`src/rtl/ahb3lite_cmd_master_if.sv`:
```
// AHB3-lite master/slave signal bundle for ahb3lite_cmd_master; the master modport drives
// the address/control/write-data group and the slave modport drives HREADY/HRESP/HRDATA.
interface ahb3lite_cmd_master_if;
    logic [31:0] HADDR;
    logic [1:0]  HTRANS;
    logic        HWRITE;
    logic [2:0]  HSIZE;
    logic [2:0]  HBURST;
    logic [3:0]  HPROT;
    logic        HMASTLOCK;
    logic [31:0] HWDATA;
    logic        HREADY;
    logic        HRESP;
    logic [31:0] HRDATA;

    modport master (
        output HADDR, HTRANS, HWRITE, HSIZE, HBURST, HPROT, HMASTLOCK, HWDATA,
        input  HREADY, HRESP, HRDATA
    );

    modport slave (
        input  HADDR, HTRANS, HWRITE, HSIZE, HBURST, HPROT, HMASTLOCK, HWDATA,
        output HREADY, HRESP, HRDATA
    );
endinterface

```
`src/rtl/ahb3lite_cmd_master.sv`:
```
// Single-outstanding AHB3-lite command master: accept->rsp in 3 cycles min, cmd_ready only when idle.
// Optional data-phase timeout abort under `AHB3LITE_CMD_MASTER_TIMEOUT_EN (TIMEOUT_CYCLES HREADY-low cycles).
module ahb3lite_cmd_master #(
    parameter int unsigned TIMEOUT_CYCLES = 256
) (
    input  logic        CLK,
    input  logic        RESETn,
    input  logic        cmd_valid,
    output logic        cmd_ready,
    input  logic        cmd_write,
    input  logic [31:0] cmd_addr,
    input  logic [2:0]  cmd_size,
    input  logic [31:0] cmd_wdata,
    output logic        rsp_valid,
    output logic [31:0] rsp_rdata,
    output logic        rsp_err,
    output logic        rsp_timeout,
    ahb3lite_cmd_master_if.master ahb
);

    typedef enum logic [1:0] {
        ST_IDLE = 2'd0,
        ST_ADDR = 2'd1,
        ST_DATA = 2'd2
    } state_t;

    localparam logic [1:0] HTRANS_IDLE   = 2'b00;
    localparam logic [1:0] HTRANS_NONSEQ = 2'b10;

    state_t      r_state;
    logic        r_cmd_ready;
    logic [1:0]  r_htrans;
    logic [31:0] r_haddr;
    logic        r_hwrite;
    logic [2:0]  r_hsize;
    logic [31:0] r_hwdata;
    logic        r_rsp_valid;
    logic [31:0] r_rsp_rdata;
    logic        r_rsp_err;

    logic        w_accept;
    logic        w_cmd_ok;

`ifdef AHB3LITE_CMD_MASTER_TIMEOUT_EN
    localparam int unsigned TO_W = $clog2(TIMEOUT_CYCLES + 1);
    localparam logic [TO_W-1:0] TO_LAST = TO_W'(TIMEOUT_CYCLES - 1);

    logic [TO_W-1:0] r_to_cnt;
    logic            r_rsp_timeout;

    assign rsp_timeout = r_rsp_timeout;
`else
    assign rsp_timeout = 1'b0;
`endif

    // Misaligned or oversized commands are rejected locally without touching the bus.
    always_comb begin
        w_cmd_ok = 1'b0;
        case (cmd_size)
            3'd0:    w_cmd_ok = 1'b1;
            3'd1:    w_cmd_ok = (cmd_addr[0] == 1'b0);
            3'd2:    w_cmd_ok = (cmd_addr[1:0] == 2'b00);
            default: w_cmd_ok = 1'b0;
        endcase
    end

    assign w_accept = cmd_valid & r_cmd_ready;

    always_ff @(posedge CLK or negedge RESETn) begin
        if (!RESETn) begin
            r_state     <= ST_IDLE;
            r_cmd_ready <= 1'b0;
            r_htrans    <= HTRANS_IDLE;
            r_haddr     <= '0;
            r_hwrite    <= 1'b0;
            r_hsize     <= '0;
            r_hwdata    <= '0;
            r_rsp_valid <= 1'b0;
            r_rsp_rdata <= '0;
            r_rsp_err   <= 1'b0;
`ifdef AHB3LITE_CMD_MASTER_TIMEOUT_EN
            r_to_cnt      <= '0;
            r_rsp_timeout <= 1'b0;
`endif
        end else begin
            r_rsp_valid <= 1'b0;
            case (r_state)
                ST_IDLE: begin
                    // Ready drops during the response pulse because that cycle is spent here too.
                    r_cmd_ready <= 1'b1;
                    if (w_accept) begin
                        r_cmd_ready <= 1'b0;
                        if (w_cmd_ok) begin
                            r_state  <= ST_ADDR;
                            r_htrans <= HTRANS_NONSEQ;
                            r_haddr  <= cmd_addr;
                            r_hsize  <= cmd_size;
                            r_hwrite <= cmd_write;
                            r_hwdata <= cmd_wdata;
                        end else begin
                            r_rsp_valid <= 1'b1;
                            r_rsp_rdata <= '0;
                            r_rsp_err   <= 1'b1;
`ifdef AHB3LITE_CMD_MASTER_TIMEOUT_EN
                            r_rsp_timeout <= 1'b0;
`endif
                        end
                    end
                end
                ST_ADDR: begin
                    if (ahb.HREADY) begin
                        r_state  <= ST_DATA;
                        r_htrans <= HTRANS_IDLE;
`ifdef AHB3LITE_CMD_MASTER_TIMEOUT_EN
                        r_to_cnt <= '0;
`endif
                    end
                end
                ST_DATA: begin
                    if (ahb.HREADY) begin
                        r_state     <= ST_IDLE;
                        r_rsp_valid <= 1'b1;
                        r_rsp_rdata <= r_hwrite ? 32'h0 : ahb.HRDATA;
                        r_rsp_err   <= ahb.HRESP;
`ifdef AHB3LITE_CMD_MASTER_TIMEOUT_EN
                        r_rsp_timeout <= 1'b0;
                    end else if (r_to_cnt == TO_LAST) begin
                        r_state       <= ST_IDLE;
                        r_rsp_valid   <= 1'b1;
                        r_rsp_rdata   <= '0;
                        r_rsp_err     <= 1'b1;
                        r_rsp_timeout <= 1'b1;
                    end else begin
                        r_to_cnt <= r_to_cnt + TO_W'(1);
`endif
                    end
                end
                default: begin
                    r_state  <= ST_IDLE;
                    r_htrans <= HTRANS_IDLE;
                end
            endcase
        end
    end

    assign cmd_ready     = r_cmd_ready;
    assign rsp_valid     = r_rsp_valid;
    assign rsp_rdata     = r_rsp_rdata;
    assign rsp_err       = r_rsp_err;

    assign ahb.HADDR     = r_haddr;
    assign ahb.HTRANS    = r_htrans;
    assign ahb.HWRITE    = r_hwrite;
    assign ahb.HSIZE     = r_hsize;
    assign ahb.HBURST    = 3'b000;
    assign ahb.HPROT     = 4'b0011;
    assign ahb.HMASTLOCK = 1'b0;
    assign ahb.HWDATA    = r_hwdata;

endmodule

```
`src/flat_wrapper.sv`:
```
// flat-port wrapper written by rule: the top's interface ports become plain ports
module ahb3lite_cmd_master_flat 
#(
    parameter int unsigned TIMEOUT_CYCLES = 256
)
  (CLK, RESETn, cmd_valid, cmd_ready, cmd_write, cmd_addr, cmd_size, cmd_wdata, rsp_valid, rsp_rdata, rsp_err, rsp_timeout, ahb_HADDR, ahb_HTRANS, ahb_HWRITE, ahb_HSIZE, ahb_HBURST, ahb_HPROT, ahb_HMASTLOCK, ahb_HWDATA, ahb_HREADY, ahb_HRESP, ahb_HRDATA);
  ahb3lite_cmd_master_if ahb_i ();
  input  logic CLK;
  input  logic RESETn;
  input  logic cmd_valid;
  output logic cmd_ready;
  input  logic cmd_write;
  input  logic [31:0] cmd_addr;
  input  logic [2:0] cmd_size;
  input  logic [31:0] cmd_wdata;
  output logic rsp_valid;
  output logic [31:0] rsp_rdata;
  output logic rsp_err;
  output logic rsp_timeout;
  output wire logic [$bits(ahb_i.HADDR)-1:0] ahb_HADDR;
  output wire logic [$bits(ahb_i.HTRANS)-1:0] ahb_HTRANS;
  output wire logic [$bits(ahb_i.HWRITE)-1:0] ahb_HWRITE;
  output wire logic [$bits(ahb_i.HSIZE)-1:0] ahb_HSIZE;
  output wire logic [$bits(ahb_i.HBURST)-1:0] ahb_HBURST;
  output wire logic [$bits(ahb_i.HPROT)-1:0] ahb_HPROT;
  output wire logic [$bits(ahb_i.HMASTLOCK)-1:0] ahb_HMASTLOCK;
  output wire logic [$bits(ahb_i.HWDATA)-1:0] ahb_HWDATA;
  input wire logic [$bits(ahb_i.HREADY)-1:0] ahb_HREADY;
  input wire logic [$bits(ahb_i.HRESP)-1:0] ahb_HRESP;
  input wire logic [$bits(ahb_i.HRDATA)-1:0] ahb_HRDATA;
  assign ahb_HADDR = ahb_i.HADDR;
  assign ahb_HTRANS = ahb_i.HTRANS;
  assign ahb_HWRITE = ahb_i.HWRITE;
  assign ahb_HSIZE = ahb_i.HSIZE;
  assign ahb_HBURST = ahb_i.HBURST;
  assign ahb_HPROT = ahb_i.HPROT;
  assign ahb_HMASTLOCK = ahb_i.HMASTLOCK;
  assign ahb_HWDATA = ahb_i.HWDATA;
  assign ahb_i.HREADY = ahb_HREADY;
  assign ahb_i.HRESP = ahb_HRESP;
  assign ahb_i.HRDATA = ahb_HRDATA;
  ahb3lite_cmd_master #(.TIMEOUT_CYCLES(TIMEOUT_CYCLES)) u_core (.CLK(CLK), .RESETn(RESETn), .cmd_valid(cmd_valid), .cmd_ready(cmd_ready), .cmd_write(cmd_write), .cmd_addr(cmd_addr), .cmd_size(cmd_size), .cmd_wdata(cmd_wdata), .rsp_valid(rsp_valid), .rsp_rdata(rsp_rdata), .rsp_err(rsp_err), .rsp_timeout(rsp_timeout), .ahb(ahb_i));
endmodule
```
`config.mk`:
```
export PLATFORM = sky130hd
export DESIGN_NAME = ahb3lite_cmd_master_flat
export DESIGN_NICKNAME = d
export VERILOG_FILES = /design/src/rtl/ahb3lite_cmd_master_if.sv /design/src/rtl/ahb3lite_cmd_master.sv /design/src/flat_wrapper.sv
export SDC_FILE = /design/constraint.sdc
export NUM_CORES = 1
export LEC_CHECK = 0
export ABC_AREA = 1
export CORE_MARGIN = 2
export CORE_UTILIZATION = 37
export DETAILED_ROUTE_END_ITERATION = 10
export PLACE_DENSITY = 0.77
export SYNTH_ARGS = -nofsm -noshare
export SYNTH_HDL_FRONTEND = slang
export SYNTH_SLANG_ARGS = --single-unit
export TNS_END_PERCENT = 1
```
`constraint.sdc`:
```
create_clock -name CLK -period 1.6 [get_ports CLK]
set_input_delay 0.24 -clock CLK [delete_from_list [all_inputs] [get_ports CLK]]
set_output_delay 0.24 -clock CLK [all_outputs]
set_load 0.03 [all_outputs]
```
After elaboration in Yosys (flattened, before gate mapping)
Index checks and enable logic that the tools add are counted.
Widths: inputs -> output; s select.
- equality and inequality tests: 9
- multiplexer cells: 23
- bitwise logic cells: 3
- reduce and logical (&&, ||, !) cells: 8
- operators with widths (operator ; count):
    $mux 32 ; 4
    $pmux 32 s2 ; 1
    $mux 2 ; 6
    $pmux 2 s3 ; 2
    $reduce_and 4->1 ; 3
    $mux 1 ; 7
    $ne 2x2->1 const B ; 3
    $logic_not 2->1 ; 2
    $ne 2x1->1 const B ; 2
    $pmux 1 s2 ; 2
    $eq 3x1->1 const B ; 1
    $eq 3x2->1 const B ; 1
    $logic_not 3->1 ; 1
    $pmux 1 s3 ; 1
    $reduce_and 3->1 ; 1
    $eq 2x1->1 const B ; 1
    $eq 2x2->1 const B ; 1
    $not 1->1 ; 2
    $reduce_bool 2->1 ; 1
    $and 1x1->1 ; 1
- flip-flop bits (word level): 107
- bits of input ports: 105
- output and inout bits: 114
- logic and storage cells: 53

Depth between registers and ports, before layout
Gate-level depths: netlist of run 1.
- depth after elaboration: 5
- gate-level depth with buffers: 10
- gate-level depth less buffers: 8

Worst setup path after synthesis of run 1
OpenSTA, ideal clock, no wires.
- path type: register to register
- start point: register u_core.r_cmd_ready (netlist: u_core.cmd_ready)
- end point: register u_core.r_rsp_err (netlist: u_core.rsp_err)
- library setup time: 0.118 ns
- data arrival time: 1.407 ns
- data required time: 1.482 ns
- path slack: 0.075 ns
- cell stages (with the launch flop): 9
- buffers on the path: 2
- period minus slack after synthesis: 1.525 ns
- cell sequence: dfrtp_1 nand2_1 nand2_1 o21a_1 buf_2 nand3_4 buf_4 nand2_1 nand2_1
- cells in the longest elaborated chain, start to end: 3
- RTL lines (item ; line ; RTL):
    start: declaration ; ahb3lite_cmd_master.sv:31 ; logic r_cmd_ready;
    start signal: assignment ; ahb3lite_cmd_master.sv:72 ; r_cmd_ready <= 1'b0;
    start signal: assignment ; ahb3lite_cmd_master.sv:90 ; r_cmd_ready <= 1'b1;
    start signal: assignment ; ahb3lite_cmd_master.sv:92 ; r_cmd_ready <= 1'b0;
    $and 1x1->1 ; ahb3lite_cmd_master.sv:67 ; assign w_accept = cmd_valid & r_cmd_ready;
    $ne 2x1->1 (no line) ; -- ;
    $reduce_and 4->1 (no line) ; -- ;
    end signal: assignment ; ahb3lite_cmd_master.sv:124 ; r_rsp_err <= ahb.HRESP;
    end: declaration ; ahb3lite_cmd_master.sv:39 ; logic r_rsp_err;
No other way between the ends.
A chain may end at the register's enable or synchronous reset.

Final worst setup path of run 1
- start point: input port cmd_addr[0]
- end point: register u_core.r_hwdata[5] (netlist: u_core.ahb.HWDATA[5])
- cells in the longest elaborated chain, start to end: 3
- elaborated cells on any way between the ends: 4
- classes of those cells: mux (1); bitwise (1); reduce/logical (2)
- RTL lines (item ; line ; RTL):
    start: declaration ; flat_wrapper.sv:13 ; input logic [31:0] cmd_addr;
    $logic_not 2->1 or $not 1->1 (tied branches) ; ahb3lite_cmd_master.sv:62, ahb3lite_cmd_master.sv:61 ;
    $pmux 1 s3 * ; ahb3lite_cmd_master.sv:59 ; case (cmd_size)
    $reduce_and 3->1 (no line) * ; -- ;
    end signal: assignment ; ahb3lite_cmd_master.sv:99 ; r_hwdata <= cmd_wdata;
    end: declaration ; ahb3lite_cmd_master.sv:36 ; logic [31:0] r_hwdata;
Every way passes the cells marked *; elsewhere a longest branch is shown, timed or not.

==> out/metrics.cfg, run 1 <==
[floorplan]
num_rows = 40
die_x_um = 115
die_area_um2 = 13100
die_y_um = 115
start_util_pct = 37.8
io_pins = 219
coreArea_um2 = 12000

[synthesis]
yosys_warnings = 0
yosysTopAreaCellShare_pct = 58.6
synth_area_leaders = dfrtp_1 59%, nand2_1 26%, nand4_1 4.6%
synthCells = 550
synthArstFlopShare_pct = 100
ys.flop_type = dfrtp_1
syn_area_per_cell_um2 = 8.22
synth_common_cells = 310 x nand2_1, 106 x dfrtp_1, 33 x nand4_1, 33 x nor2_1, 17 x clkbuf_1
synth_seq_cells = 106
synth-edff-count = 0
yosysSeqAreaShare_pct = 58.6
synth_cell_type_count = 20
synth.most_common_cell = nand2_1
yosysTopAreaCell = dfrtp_1
syn-cell-area_um2 = 4520

[clocking]
clk_latency_ns = 0.34
cts_tree = built
clkSlewWorstSetupHoldPaths_ns = 0.07
max-clock-path-buffers = 2
cts_buffers = 9
htreeDepth = 3
root_buffer = clkbuf_16
clock-sinks = 106
cts_setup_buffers = 0

[route]
wl_per_cell_um = 14.6
drc_errors = 0
drtPass1Iterations = 4
drt-initial-drc-count = 287
drt_wl_total_um = 13200
vias_per_cell = 4.73
vias = 4279
ant_nets = 0

[outcome]
status = finished clean

[timing]
clock_skew_ns = 0.00650
min_period_ns = 1.47
fmax_mhz = 680
timing.hold.ws_ns = 0.282
rsz0062_at_grt = no
hold_viol = 0
setup_tns_ns = 0
setup_viol_count_final = 0
slew_viol_final = 0
finalWorstSetupSlack_ns = 0.129
min_period_over_period_pct = 91.9

[place]
port_buffers = 208
gp_congestion = 0.795
preCtsSetupSlack_ns = -0.219
hpwl_um = 9240

[power_and_ir_drop]
finalPower_w = 0.0117
pwr-share-comb_pct = 46.8
p_int_w = 0.00654
p_seq_share_pct = 35.0
swShare_pct = 43.9
power.switching_w = 0.00513
power.density_nw_per_um2 = 1660
p_leak_nw = 3.86
p_clk_share_pct = 18.2
vdd_drop_max_v = 0.000782

[layout]
nNetsFinal = 857
drive_gt1_share_pct = 5.94
synthToLayoutAreaGrowth_pct = 55.2
post-route-util_pct = 58.7
num-fill-cells = 1086
antenna_cells = 0

[critical_path]
cp.required_ns = 1.83
crit_fanout = 38
ff2ff_setup_slack_ns = 0.13
endpoint_kind = flop
setup.worst_path.start_class = input pin
worstPathArrival_ns = 1.70
criticalPathCategory = input pin to flop

[global_routing]
grt_max_degree = 69
grt_use_total_pct = 19.6
antenna_found_initial = 0
grt_pass1_wl_um = 20500
grt_overflow_total = 0
grt_pass1_vias = 4177

[min_path]
hp-class = input pin to async pin

[job]
cap_violations = 0

-- routing by layer --
| metal | vias up | GRT usage, % | routed length, µm |
|---|---|---|---|
| met5 | - | 0 | 0 |
| met4 | 0 | 8.78 | 376 |
| met3 | 27 | 3.18 | 706 |
| met2 | 168 | 32.7 | 6480 |
| met1 | 1995 | 25.1 | 5640 |
| li1 | 2089 | - | - |
-- layout make-up --
cell class / instances / area (µm²) / area share, %
clock buffers: 11 / 253 / 3.60
repair buffers: 226 / 2210 / 31.5
well taps: 147 / 184 / 2.62
flip-flops and latches: 106 / 2650 / 37.8
clock inverters: 5 / 35.0 / 0.499
inverters: 9 / 33.8 / 0.481
multi-input cells: 400 / 1650 / 23.5
-- worst paths after layout --
path,from,end,cells past startpoint
max,cmd_addr[0],u_core.ahb.HWDATA[5]$_DFFE_PN0P_,10
min,RESETn,u_core.rsp_rdata[25]$_DFFE_PN0P_,2
max reg2reg,u_core.r_state[1]$_DFFE_PN0P_,u_core.ahb.HWDATA[5]$_DFFE_PN0P_,7
min reg2reg,u_core.ahb.HWDATA[14]$_DFFE_PN0P_,u_core.ahb.HWDATA[14]$_DFFE_PN0P_,2
max in group asynchronous,RESETn,u_core.r_state[1]$_DFFE_PN0P_,3
min in group CLK,cmd_addr[6],u_core.ahb.HADDR[6]$_DFFE_PN0P_,3
-- cells by family after synthesis --
kind of cell	share of synthesized area, %
compound gates	0.609
flops	58.6
simple gates	34.9
buf+inv	5.73
other cells	0.166
-- what timing repair did --
item                                   in CTS  in global routing
setup endpoints to repair                 103                 98
gates resized for setup                   103                  6
endpoints found under the hold margin      47                  0
hold buffers                                1                  0
cloned                                      0                  1
-- per-stage QoR --
stage,instance area (µm²),instances
floorplan,4550,558
global placement,6810,886
detailed placement,6810,886
CTS,6980,903
global route,7020,904
finish,7020,904
-- state kept, by name, indices dropped and copies added, names as in the netlist, 2 cells and up --
| name | cells |
|---|---|
| u_core.ahb.HADDR | 32 |
| u_core.ahb.HSIZE | 3 |
| u_core.ahb.HWDATA | 32 |
| u_core.r_state | 2 |
| u_core.rsp_rdata | 32 |
-- placed cells by master (no fill, tap or decap), types with 2 or more instances in the layout --
cell type        synthesis  final
nand2_1                310    309
dfrtp_1                106    105
clkdlybuf4s50_1          0    103
dlygate4sd2_1            0    103
nor2_1                  33     33
nand4_1                 33     33
conb_1                   2     10
clkbuf_16                0     10
buf_4                   14      8
buf_12                   0      8
inv_1                    7      7
o21ai_0                  4      4
nand2_2                  1      2
nor2_4                   1      2
nand3_4                  2      2
inv_2                    2      2
nand3_1                  2      2
clkinv_2                 0      2
clkbuf_8                 0      2
inv_6                    0      2
-- critical path, cell delays in order --
cell and delay (ns):
clkdlybuf4s50_1 0.47, nor2_1 0.11, nand2_1 0.07, nand2_2 0.09
nand3_4 0.10, nor2_4 0.19, inv_2 0.10, buf_12 0.18
nand2_1 0.08, nand2_1 0.06
-- power by group through the flow --
| stage | clock network, W | registers, W | logic (W) |
|---|---|---|---|
| floorplan | 0 | 0.00596 | 0.00146 |
| global placement | 0 | 0.00412 | 0.00598 |
| detailed placement | 0 | 0.00416 | 0.00610 |
| CTS | 0.00218 | 0.00408 | 0.00547 |
| global route | 0.00229 | 0.00420 | 0.00587 |
| finish | 0.00212 | 0.00408 | 0.00547 |
Power figures use the tool's default switching activity.
==> run 2, diff against run 1 <==
--- a/config.mk
+++ b/config.mk
@@ -9,6 +9,7 @@
 export CORE_MARGIN = 2
 export CORE_UTILIZATION = 37
 export DETAILED_ROUTE_END_ITERATION = 10
+export MAX_ROUTING_LAYER = met4
 export PLACE_DENSITY = 0.77
 export SYNTH_ARGS = -nofsm -noshare
 export SYNTH_HDL_FRONTEND = slang
==> run 2 against run 1 <==
Critical path depth stayed put. Maximum frequency hardly changed. Largest cell class unchanged. Clock power hardly changed. Non-clock buffer count stayed put. Sequential share of layout area stayed put. First-iteration DRC count is 1.4% higher. Register-to-register slack hardly changed. Total power hardly changed. Core utilization stayed put. Setup slack hardly changed. Sequential power hardly changed. Cell count stayed put.
==> out/metrics.cfg, run 2 (synthesis gave the netlist of run 1 again) <==
[floorplan]
coreArea_um2 = 12000  ; unchanged
die_y_um = 115  ; unchanged
die_area_um2 = 13100  ; unchanged
start_util_pct = 37.8  ; unchanged
num_rows = 40  ; unchanged
die_x_um = 115  ; unchanged
io_pins = 219  ; unchanged

[clocking]
htreeDepth = 3  ; unchanged
cts_buffers = 9  ; unchanged
clock-sinks = 106  ; unchanged
cts_setup_buffers = 0  ; unchanged
root_buffer = clkbuf_16
cts_tree = built
max-clock-path-buffers = 2  ; unchanged
clkSlewWorstSetupHoldPaths_ns = 0.07  ; about the same
clk_latency_ns = 0.34  ; about the same

[timing]
hold_viol = 0  ; unchanged
min_period_over_period_pct = 91.9  ; about the same
rsz0062_at_grt = no
setup_viol_count_final = 0  ; unchanged
clock_skew_ns = 0.00577  ; -0.000732 ns
min_period_ns = 1.47  ; -0.000483 ns
fmax_mhz = 680  ; about the same
slew_viol_final = 0  ; unchanged
timing.hold.ws_ns = 0.281  ; -0.000257 ns

[global_routing]
grt_overflow_total = 0  ; unchanged
grt_pass1_wl_um = 20500  ; +0.23%
antenna_found_initial = 0  ; unchanged
grt_pass1_vias = 4180  ; +0.072%
grt_use_total_pct = 20.2  ; +0.62 points
grt_max_degree = 69  ; unchanged

[power_and_ir_drop]
p_seq_share_pct = 35.0  ; about the same
power.density_nw_per_um2 = 1660  ; about the same
p_clk_share_pct = 18.1  ; about the same
p_leak_nw = 3.86  ; unchanged
power.switching_w = 0.00512  ; -0.14%
p_int_w = 0.00654  ; about the same
vdd_drop_max_v = 0.000779  ; -0.38%
swShare_pct = 43.9  ; about the same
pwr-share-comb_pct = 46.9  ; about the same

[route]
drt-initial-drc-count = 291  ; +1.4%
drc_errors = 0  ; unchanged
ant_nets = 0  ; unchanged
drt_wl_total_um = 13200  ; +0.13%
vias = 4266  ; -0.30%
drtPass1Iterations = 4  ; unchanged
vias_per_cell = 4.72  ; -0.30%
wl_per_cell_um = 14.6  ; +0.13%

[layout]
antenna_cells = 0  ; unchanged
post-route-util_pct = 58.7  ; unchanged
nNetsFinal = 857  ; unchanged
layout_commonest_cell = nand2_1
final_cell_mix = 309 x nand2_1, 105 x dfrtp_1, 103 x clkdlybuf4s50_1, 103 x dlygate4sd2_1
synthToLayoutAreaGrowth_pct = 55.2  ; unchanged
drive_gt1_share_pct = 5.94  ; unchanged

[min_path]
hp-class = input pin to async pin

[critical_path]
cpPeakStageDelay_ns = 0.47  ; about the same
setup.worst_path.start_class = input pin
crit-reg2reg-launch = u_core.r_state[1]$_DFFE_PN0P_
path_buf_inv = 3  ; unchanged
endpoint_kind = flop
worstPathArrival_ns = 1.70  ; about the same
crit_fanout = 38  ; unchanged
ff2ff_setup_slack_ns = 0.14  ; about the same
crit_path_start = cmd_addr[0]
r2r-end = u_core.ahb.HWDATA[5]$_DFFE_PN0P_
worstPathCellList = clkdlybuf4s50_1 -> nor2_1 -> nand2_1 -> nand2_2 -> nand3_4 -> nor2_4 -> inv_2 -> buf_12 -> nand2_1 -> nand2_1
rr_worst_depth = 7  ; unchanged
path_delay_family = buffers and inverters
cp_slowest_cell = clkdlybuf4s50_1
criticalPathCategory = input pin to flop
crit_top_cell = nand2_1
cp.required_ns = 1.83  ; about the same

[outcome]
status = finished clean

[place]
port_buffers = 208  ; unchanged
gp_congestion = 0.806  ; +1.4%
hpwl_um = 9240  ; unchanged

[job]
cap_violations = 0  ; unchanged

## run 2: cell counts in the layout (fill, tap and decap cells not counted)
No cell type changed its count.
## run 2: through the flow
step | instance area (µm²) | total power [W] | instances | setup slack, ns | setup TNS [ns]
after floorplan | 4550 | 0.00743 | 558 | 0.0755 | 0
final | 7020 | 0.0117 | 904 | 0.130 | 0
after global routing | 7020 | 0.0124 | 904 | 0.0130 | 0
after CTS | 6980 | 0.0117 | 903 | 0.00568 | 0
after detailed placement | 6810 | 0.0103 | 886 | -0.219 | -17.46
after global placement | 6810 | 0.0101 | 886 | -0.187 | -14.64
## run 2: how the worst max path moves through the flow
stage,to,depth (start not counted)
floorplan,u_core.rsp_err$_DFFE_PN0P_,8
global placement,u_core.ahb.HWRITE$_DFFE_PN0P_,8
detailed placement,u_core.ahb.HWRITE$_DFFE_PN0P_,8
CTS,rsp_valid,1
global route,u_core.ahb.HADDR[13]$_DFFE_PN0P_,7
finish,u_core.ahb.HWDATA[5]$_DFFE_PN0P_,10
## run 2: metal layers
layer	vias up	routed length, µm	track usage [%]
li1	2085	-	-
met1	1982	5680	25.4
met2	168	6490	32.7
met3	31	700	2.91
met4	0	359	8.78
met5	-	0	-
## run 2: power groups by stage
stage | clock [W] | combinational (W) | sequential [W]
after floorplan | 0 | 0.00146 | 0.00596
after global placement | 0 | 0.00598 | 0.00412
after detailed placement | 0 | 0.00610 | 0.00416
after CTS | 0.00218 | 0.00547 | 0.00408
after global routing | 0.00229 | 0.00587 | 0.00420
final | 0.00212 | 0.00546 | 0.00408
## run 2: area by class of cell
class	instances	area, µm²
clock buffers	11	253
well taps	147	184
flip-flops and latches	106	2650
fillers	1086	4940
inverters	9	33.8
clock inverters	5	35.0
repair buffers	226	2210
multi-input cells	400	1650
## run 2: repair_timing
item                                   CTS  global route
cloned                                   0             1
endpoints found under the hold margin   47             0
resized for setup                      103             6
setup endpoints to repair              103            98
hold buffers                             1             0
==> run 3, diff against run 2 <==
--- a/config.mk
+++ b/config.mk
@@ -9,8 +9,11 @@
 export CORE_MARGIN = 2
 export CORE_UTILIZATION = 37
 export DETAILED_ROUTE_END_ITERATION = 10
+export GPL_ROUTABILITY_DRIVEN = 0
+export HOLD_SLACK_MARGIN = 0.03
 export MAX_ROUTING_LAYER = met4
 export PLACE_DENSITY = 0.77
+export SLEW_MARGIN = 40
 export SYNTH_ARGS = -nofsm -noshare
 export SYNTH_HDL_FRONTEND = slang
 export SYNTH_SLANG_ARGS = --single-unit
==> results of run 3 <==
Same layout as run 2: the final DEF is identical, and so are final timing and power.
